[config.mk]
export PLATFORM = sky130hd
export DESIGN_NAME = dcache_write_buffer
export DESIGN_NICKNAME = d
export VERILOG_FILES = /design/src/rtl/dcache_write_buffer.sv
export SDC_FILE = /design/constraint.sdc
export NUM_CORES = 2
export LEC_CHECK = 0
export ABC_AREA = 1
export BUFFER_PORTS_ARGS = -buffer_cell sky130_fd_sc_hd__buf_2
export CORE_MARGIN = 1.5
export CORE_UTILIZATION = 45
export CTS_BUF_LIST = sky130_fd_sc_hd__clkbuf_4
export DETAILED_ROUTE_END_ITERATION = 12
export GPL_ROUTABILITY_DRIVEN = 0
export PLACE_DENSITY = 0.75
export SLEW_MARGIN = 20
export SYNTH_ARGS = -nofsm -noshare
export SYNTH_HDL_FRONTEND = slang
export SYNTH_SLANG_ARGS = --single-unit
[constraint.sdc]
create_clock -name clk_i -period 28.9 [get_ports clk_i]
set_clock_uncertainty 0.05 [all_clocks]
set_input_delay 1.445 -clock clk_i [delete_from_list [all_inputs] [get_ports clk_i]]
set_output_delay 1.445 -clock clk_i [all_outputs]
set_load 0.005 [all_outputs]
[src/rtl/dcache_write_buffer.sv]
// dcache_write_buffer: posted write buffer between the data cache memory port and Data_Memory.
// Evicted dirty lines are acknowledged in one cycle and drained in the background. Refill reads
// are served from the youngest matching buffered line, or go to memory ahead of further drains.
// Build option: define WBUF_COALESCE_EN to merge a write into an already-buffered copy of the
// same line (the head entry is excluded while it is being written to memory).
module dcache_write_buffer #(
   parameter int unsigned DEPTH  = 4,
   parameter int unsigned ADDR_W = 32,
   parameter int unsigned DATA_W = 256
) (
   input  logic              clk_i,
   input  logic              rst_i,
   input  logic              cache_enable_i,
   input  logic              cache_write_i,
   input  logic [ADDR_W-1:0] cache_addr_i,
   input  logic [DATA_W-1:0] cache_data_i,
   output logic              cache_ack_o,
   output logic [DATA_W-1:0] cache_data_o,
   output logic              mem_enable_o,
   output logic              mem_write_o,
   output logic [ADDR_W-1:0] mem_addr_o,
   output logic [DATA_W-1:0] mem_data_o,
   input  logic              mem_ack_i,
   input  logic [DATA_W-1:0] mem_data_i
);

   localparam int unsigned PTR_W = (DEPTH > 1) ? $clog2(DEPTH) : 1;
   localparam int unsigned CNT_W = $clog2(DEPTH + 1);
   localparam int unsigned TAG_W = ADDR_W - 5;

   typedef enum logic [1:0] {StIdle, StRdMem, StWrMem} state_e;

   // Line storage
   logic [DEPTH-1:0]  r_valid;
   logic [TAG_W-1:0]  r_tag  [DEPTH];
   logic [DATA_W-1:0] r_data [DEPTH];
   logic [PTR_W-1:0]  r_head;
   logic [PTR_W-1:0]  r_tail;
   logic [CNT_W-1:0]  r_count;

   // Memory-side FSM and registered outputs
   state_e            r_state;
   state_e            w_state_d;
   logic              r_ack;
   logic [DATA_W-1:0] r_rdata;
   logic              r_mem_en;
   logic              r_mem_we;
   logic [ADDR_W-1:0] r_mem_addr;
   logic [DATA_W-1:0] r_mem_data;

   logic              w_ack_d;
   logic [DATA_W-1:0] w_rdata_d;
   logic              w_mem_en_d;
   logic              w_mem_we_d;
   logic [ADDR_W-1:0] w_mem_addr_d;
   logic [DATA_W-1:0] w_mem_data_d;

   // Request decode
   logic [TAG_W-1:0]  w_req_tag;
   logic              w_req;
   logic              w_full;
   logic              w_pop;
   logic              w_rd_hit;
   logic [PTR_W-1:0]  w_rd_idx;
   logic [PTR_W-1:0]  w_rd_scan;
   logic [DATA_W-1:0] w_rd_data;
   logic              w_coal;
   logic [PTR_W-1:0]  w_coal_idx;
   logic              w_wr_req;
   logic              w_do_enq;
   logic              w_do_coal;
   logic              w_rd_req;
   logic              w_fwd;
   logic              w_rd_miss;

   // A request held across its own ack cycle is only sampled again once the ack has dropped.
   assign w_req_tag = cache_addr_i[ADDR_W-1:5];
   assign w_req     = cache_enable_i & ~r_ack;
   assign w_full    = (r_count == CNT_W'(DEPTH));
   assign w_pop     = (r_state == StWrMem) & mem_ack_i;

   // Scan oldest to youngest so the last match found is the youngest copy of the line.
   always_comb begin
      w_rd_hit  = 1'b0;
      w_rd_idx  = '0;
      w_rd_scan = '0;
      for (int unsigned i = 0; i < DEPTH; i++) begin
         w_rd_scan = r_head + PTR_W'(i);
         if (r_valid[w_rd_scan] && (r_tag[w_rd_scan] == w_req_tag)) begin
            w_rd_hit = 1'b1;
            w_rd_idx = w_rd_scan;
         end
      end
   end

   assign w_rd_data = r_data[w_rd_idx];

`ifdef WBUF_COALESCE_EN
   logic [PTR_W-1:0] w_coal_scan;

   // Find a buffered copy to overwrite; the head is off limits while it is on the memory bus.
   always_comb begin
      w_coal      = 1'b0;
      w_coal_idx  = '0;
      w_coal_scan = '0;
      for (int unsigned i = 0; i < DEPTH; i++) begin
         w_coal_scan = r_head + PTR_W'(i);
         if (r_valid[w_coal_scan] && (r_tag[w_coal_scan] == w_req_tag) &&
             !((w_coal_scan == r_head) && (r_state == StWrMem))) begin
            w_coal     = 1'b1;
            w_coal_idx = w_coal_scan;
         end
      end
   end
`else
   assign w_coal     = 1'b0;
   assign w_coal_idx = '0;
`endif

   // A full buffer can still accept a write on the edge that retires the head.
   assign w_wr_req  = w_req & cache_write_i;
   assign w_do_coal = w_wr_req & w_coal;
   assign w_do_enq  = w_wr_req & ~w_coal & (~w_full | w_pop);
   assign w_rd_req  = w_req & ~cache_write_i;
   assign w_fwd     = w_rd_req & w_rd_hit;
   assign w_rd_miss = w_rd_req & ~w_rd_hit;

   // Pointers, occupancy and valid bits; an enqueue into the slot being popped keeps it valid.
   always_ff @(posedge clk_i or negedge rst_i) begin
      if (!rst_i) begin
         r_valid <= '0;
         r_head  <= '0;
         r_tail  <= '0;
         r_count <= '0;
      end else begin
         if (w_pop) begin
            r_valid[r_head] <= 1'b0;
            r_head          <= r_head + PTR_W'(1);
         end
         if (w_do_enq) begin
            r_valid[r_tail] <= 1'b1;
            r_tail          <= r_tail + PTR_W'(1);
         end
         r_count <= r_count + CNT_W'(w_do_enq) - CNT_W'(w_pop);
      end
   end

   // Line tag/data payload; qualified by r_valid so it needs no reset.
   always_ff @(posedge clk_i) begin
      if (w_do_enq) begin
         r_tag[r_tail]  <= w_req_tag;
         r_data[r_tail] <= cache_data_i;
      end
      if (w_do_coal) begin
         r_data[w_coal_idx] <= cache_data_i;
      end
   end

   // FSM state register.
   always_ff @(posedge clk_i or negedge rst_i) begin
      if (!rst_i) begin
         r_state <= StIdle;
      end else begin
         r_state <= w_state_d;
      end
   end

   // Next state: a pending read miss always wins over starting another drain.
   always_comb begin
      w_state_d = r_state;
      unique case (r_state)
         StIdle: begin
            if (w_rd_miss) begin
               w_state_d = StRdMem;
            end else if (r_count != '0) begin
               w_state_d = StWrMem;
            end
         end
         StRdMem: begin
            if (mem_ack_i) begin
               w_state_d = StIdle;
            end
         end
         StWrMem: begin
            if (mem_ack_i) begin
               w_state_d = StIdle;
            end
         end
         default: w_state_d = StIdle;
      endcase
   end

   // Next values of the registered outputs for both ports.
   always_comb begin
      w_mem_en_d   = r_mem_en;
      w_mem_we_d   = r_mem_we;
      w_mem_addr_d = r_mem_addr;
      w_mem_data_d = r_mem_data;
      w_rdata_d    = r_rdata;
      w_ack_d      = 1'b0;
      unique case (r_state)
         StIdle: begin
            if (w_rd_miss) begin
               w_mem_en_d   = 1'b1;
               w_mem_we_d   = 1'b0;
               w_mem_addr_d = cache_addr_i;
            end else if (r_count != '0) begin
               w_mem_en_d   = 1'b1;
               w_mem_we_d   = 1'b1;
               w_mem_addr_d = {r_tag[r_head], 5'b0};
               w_mem_data_d = r_data[r_head];
            end
         end
         StRdMem: begin
            if (mem_ack_i) begin
               w_mem_en_d = 1'b0;
               w_rdata_d  = mem_data_i;
               w_ack_d    = 1'b1;
            end
         end
         StWrMem: begin
            if (mem_ack_i) begin
               w_mem_en_d = 1'b0;
            end
         end
         default: w_mem_en_d = 1'b0;
      endcase
      if (w_do_enq || w_do_coal || w_fwd) begin
         w_ack_d = 1'b1;
      end
      if (w_fwd) begin
         w_rdata_d = w_rd_data;
      end
   end

   // Output registers; reset abandons any in-flight memory request.
   always_ff @(posedge clk_i or negedge rst_i) begin
      if (!rst_i) begin
         r_ack      <= 1'b0;
         r_rdata    <= '0;
         r_mem_en   <= 1'b0;
         r_mem_we   <= 1'b0;
         r_mem_addr <= '0;
         r_mem_data <= '0;
      end else begin
         r_ack      <= w_ack_d;
         r_rdata    <= w_rdata_d;
         r_mem_en   <= w_mem_en_d;
         r_mem_we   <= w_mem_we_d;
         r_mem_addr <= w_mem_addr_d;
         r_mem_data <= w_mem_data_d;
      end
   end

   assign cache_ack_o  = r_ack;
   assign cache_data_o = r_rdata;
   assign mem_enable_o = r_mem_en;
   assign mem_write_o  = r_mem_we;
   assign mem_addr_o   = r_mem_addr;
   assign mem_data_o   = r_mem_data;

endmodule

Yosys cells after proc, flatten, opt, wreduce, memory -nomap -nowiden. Memory sizes are Yosys's and may differ from the RTL's. A register that Yosys moved wholly into a read port is not among the register bits. Cells that the tools add are included.

Register bits after elaboration: 304. RAM bits: 1132. Input port bits: 549. Output and inout bits: 547. Logic and storage cells: 109. Memories kept: 2.

Memories: r_data (words 4, bits a word 256, read ports 2, clocked after memory_dff 1, write ports 1, line 36) `logic [DATA_W-1:0] r_data [DEPTH];`; r_tag (words 4, bits a word 27, read ports 4, clocked after memory_dff 0, write ports 1, line 35) `logic [TAG_W-1:0] r_tag [DEPTH];`.

Add/subtract/negate cells: 6. Magnitude comparators: 7. Equality and inequality tests: 9. Mux-type cells: 41. Bitwise gates (word level): 16. Reductions and logical operators: 18.

Operators with widths (count): 256-bit two-way mux (3); 27-bit == test (4); 32-bit two-way mux (2); 1-bit two-way mux (19); 2-bit by 3-bit less-than comparator with 1-bit output (second input constant) (5); 2-bit two-way mux (7); 1-bit binary-select mux with 2-bit select (4); 4-bit two-way mux (2); 1-bit AND (7); 1-bit logical AND (6); 2-bit AND reduction (3); 2-bit nonzero test (3); 1-bit NOT (5); 2-bit by 1-bit adder with 2-bit output (second input constant) (2); 2-bit adder (second input constant) (2); 4-bit AND (1); 1-bit demux with 2-bit select (2); 2-bit by 1-bit >= comparator with 1-bit output (second input constant) (2); 4-bit NOT (1); 4-bit OR (1); 2-bit one-hot mux with 2 select lines (1); 3-bit by 1-bit adder with 3-bit output (1); 3-bit == test (second input constant) (1); 3-bit inequality test (second input constant) (1); other kinds (12) (12).

Logic depth before layout (Yosys ltp).
Depth in word-level cells: 11. Gate-level depth with buffers: 33.

Worst setup path before layout. Ideal clock, no wire load.

Path kind: input-to-reg. Start point: input port cache_enable_i. End point: memory r_data[0][0], enable pin. Library setup time: 934 ps. Data arrival time: 13786 ps. Setup slack: 14130 ps. Stages: 5. Cells stage by stage: inv_1 nor3b_1 nand2_1 clkbuf_1 nor2_1.

Cells in the longest elaborated chain, start to end: 5.

Ends and longest elaborated chain: start: declaration (line 13) `input logic cache_enable_i,`; 1-bit AND (line 78) `assign w_req = cache_enable_i & ~r_ack;`; 1-bit AND (line 121) `assign w_wr_req = w_req & cache_write_i;`; 1-bit AND (line 123) `assign w_do_enq = w_wr_req & ~w_coal & (~w_full | w_pop);`; 1-bit two-way mux (line 150) `if (w_do_enq) begin`; 1-bit two-way mux (not written as such) (line 152) `r_data[r_tail] <= cache_data_i;`; end: declaration (line 36).

Every way passes these cells.

Worst setup path after layout.
Start point: register r_head[0]. End point: register r_rdata[47] (netlist: cache_data_o[47]).

Cells in the longest elaborated chain, start to end: 10. Elaborated cells on any way between the ends: 34. Classes of those cells: 3 x add/sub; 4 x eq/ne; 17 x mux; 1 x bitwise; 7 x reduce/logical; 2 x memory.

Ends and longest elaborated chain: start: declaration (line 37) `logic [PTR_W-1:0] r_head;`; start signal: assignment (line 138) `r_head <= r_head + PTR_W'(1);`; branches (longest 10 deep; another with memory read 4 x 256 bit); end signal: assignment (line 247) `r_rdata <= w_rdata_d;`; end: declaration (line 45) `logic [DATA_W-1:0] r_rdata;`.

Parallel ways; which one is timed is not known. The select of a mux whose other input is x is not followed. A chain may end at the register's enable or synchronous reset.

==> flow_summary.json <==
{
  "status": "complete, no violations",
  "critPathMaxStageDelay_ns": 0.98,
  "cp_cell_sequence": "inv_8 -> ha_4 -> inv_2 -> nand3_1 -> nand3_1 -> nand2_1 -> nor2_1 -> nand2_1 -> inv_1 -> nand2_1 -> nor2_1 -> nand2_1 -> o21ai_1 -> nor2_2 -> nor2_4 -> a21oi_4 -> buf_4 -> buf_4 -> buf_4 -> buf_4 -> nor2_1 -> nand2_1 -> nand2_1",
  "async_flop_share": 0.331,
  "cp_data_required_time_ns": 30.17,
  "cap_violations": 0,
  "worst_path_most_repeated_cell": "nand2_1",
  "irDropWorstVdd_mv": 0.0728,
  "cp-startpoint": "r_head[0]",
  "p_leak_nw": 42.1,
  "worst_pin_slew_ns": 1.17,
  "cts.sinks": 1692,
  "hp-class": "in -> reg",
  "yosys.area_share.simple": 0.286,
  "endpoint_kind": "flip-flop",
  "yosysTopAreaCellShare": 0.412,
  "die_area_um2": 186000,
  "rsz0062_at_grt": "no",
  "synth_top_family_by_area": "simple AND/OR/NAND/NOR gates",
  "synth_seq_cells": 1692,
  "synth-edff-count": 1132,
  "setup_violations": 0,
  "cts_tree": "yes",
  "fp.dieH_um": 431,
  "yosysMostFrequentCell": "nand2_1",
  "drt-total-wl_um": 283000,
  "path_class": "reg -> reg",
  "via_count": 75249,
  "fin_nets": 11001,
  "synth_area_leader_cell": "edfxtp_1",
  "initial_core_util": 0.455,
  "synthMuxAreaShare": 0,
  "synth_xor_area_frac": 0.000744,
  "cts_root_buf": "clkbuf_4",
  "syn-num-nets": 9971,
  "min_period_ns": 8.46,
  "postCtsSetupBuffers": 0,
  "max_freq_mhz": 118,
  "antenna_found_initial": 115,
  "portBuffers": 1095,
  "synth_area_um2": 82400,
  "hold_violations": 0,
  "yosys.area_share.adder": 0.00206,
  "yosys-top-cells-count": "3,058 x nand2_1, 1,132 x edfxtp_1, 1,115 x nand3_1, 637 x nor2_1, 595 x inv_1",
  "synth-main-ff-cell": "edfxtp_1",
  "synth_seq_area_share": 0.582,
  "synth_cell_types": 30,
  "finalCritPeriodShare": 0.293,
  "syn_to_final_growth_pct": 15.6,
  "grtUsageTotal": 0.293,
  "place_area_um2": 89000,
  "antenna_left": 0,
  "globalRouteOverflowTotal": 0,
  "synth_compound_area_frac": 0.0672,
  "avgSynthCellArea_um2": 8.76,
  "clockBufferDepth": 4,
  "cts_max_level": 5,
  "drtPass1Iterations": 10,
  "worst-r2r-setup-slack_ns": 20.44,
  "rr_startpoint": "r_head[0]",
  "worstPathMaxFanout": 155,
  "relSlewSlack": 0.218,
  "grt_pass1_vias": 71396,
  "core_area_um2": 181000,
  "nFillCells": 16096,
  "clk_pin_slew_ns": 0.07,
  "dpl.hpwl_um": 176000,
  "r2r_end": "cache_data_o[47]",
  "drive_gt1_frac": 0.177,
  "drv_slew": 0,
  "synth_top_cells_by_area": "edfxtp_1 41%, dfrtp_1 17%, nand2_1 14%",
  "yosys_warnings": 0,
  "grt_pass1_wl_um": 420000,
  "syn_inst": 9409,
  "std_cell_rows": 156,
  "route.detailed.vias_per_inst": 5.68,
  "cp-endpoint": "cache_data_o[47]",
  "final_area_um2": 95300,
  "dieWidth_um": 431,
  "clk_latency_ns": 1.47,
  "numCtsBuffers": 442,
  "routedWlPerCell_um": 21.4,
  "crit_arrival_ns": 9.73,
  "hold_depth": 1,
  "hold_start": "cache_data_i[10]",
  "drc": 0,
  "ios": 1096,
  "grt_max_degree": 215,
  "slowest_stage": "dfrtp_4",
  "start_kind": "flip-flop",
  "finalSetupTns_ns": 0,
  "p_per_area_nw_per_um2": 91.0,
  "reg2reg_depth": 23,
  "drt_iter0_markers": 9561
}
[repair_timing]
item | CTS | global route
endpoints found under the hold margin | 152 | 0
hold buffers | 31 | 0
resized for setup | 0 | 0
[area by class of cell]
type,instances,area [um^2],share of cell area
Clock inverter,113,544,0.00571
Clock buffer,681,5110,0.0537
Sequential cell,1692,48000,0.504
Antenna cell,91,228,0.00239
Timing Repair Buffer,1214,6690,0.0702
Multi-Input combinational cell,6486,29400,0.309
Inverter,603,2270,0.0238
Tap cell,2370,2970,0.0311
[how the worst min path moves through the flow]
stage / end / slack (ns)
after detailed placement: cache_data_o[2] / 0.41
after CTS: r_data[3][114] / 0.002
after global placement: cache_data_o[171] / 0.41
after global routing: r_data[2][144] / 0.04
final: r_data[2][10] / 0.15
after floorplan: r_valid[0] / 0.40
[logic make-up after synthesis]
| kind of cell | after synthesis |
|---|---|
| adders and majority gates | 13 |
| xor gates and xnor gates | 7 |
| and+or+nand+nor | 5362 |
| buffers and inverters | 1231 |
| AOI/OAI and AO/OA | 1104 |
| DFF | 1692 |
[registers in the layout, summed over array words and instances, names as in the netlist]
signal        flops
cache_ack_o       1
cache_data_o    256
mem_addr_o       32
mem_data_o      256
mem_enable_o      1
mem_write_o       1
r_count           3
r_data         1024
r_head            2
r_state           2
r_tag           108
r_tail            2
r_valid           4
[layout by cell type (no fill, tap or decap), drive strengths merged, types with 91 or more instances in the layout]
cell,instances
a21oi,519
dfrtp,560
edfxtp,1132
buf,1183
inv,608
clkbuf,681
diode,91
nand3b,513
nor2,639
nand2,3062
clkinv,104
nand3,1115
o21ai,584
[worst max-delay path, delay by kind of cell (launching register included)]
family	cells	cell delay, ns
AND/OR/NAND/NOR	13	1.53
flip-flops	1	0.98
AO/OA/AOI/OAI	2	0.64
adder cells (fa/ha/maj)	1	0.88
buffers and inverters	7	3.91
[stage by stage]
step | std cells | power (W) | util | hold slack [ns] | setup slack (ns)
after floorplan | 9409 | 0.00534 | - | 0.403 | 14.13
after global placement | 12330 | 0.00640 | 0.491 | 0.407 | 20.28
final | 13250 | 0.00867 | 0.525 | 0.149 | 20.44
after CTS | 13157 | 0.00860 | 0.524 | 0.00182 | 20.11
after detailed placement | 12332 | 0.00649 | 0.491 | 0.410 | 20.14
after global routing | 13237 | 0.00916 | 0.525 | 0.0375 | 19.93
[per-layer routing]
| layer | GRT usage | share of wire |
|---|---|---|
| met4 | 0.219 | 0.072 |
| met2 | 0.451 | 0.46 |
| met3 | 0.0754 | 0.11 |
| met5 | 0 | 0.0011 |
| met1 | 0.356 | 0.36 |
[report_power, final]
part	internal, W	leakage [nW]	switching (W)
Clock	0.00110	3.40	0.00101
Combinational	0.000976	21.5	0.00210
Sequential	0.00313	17.3	0.000355
Total	0.00520	42.1	0.00346
(Power assumes the default switching activity.)
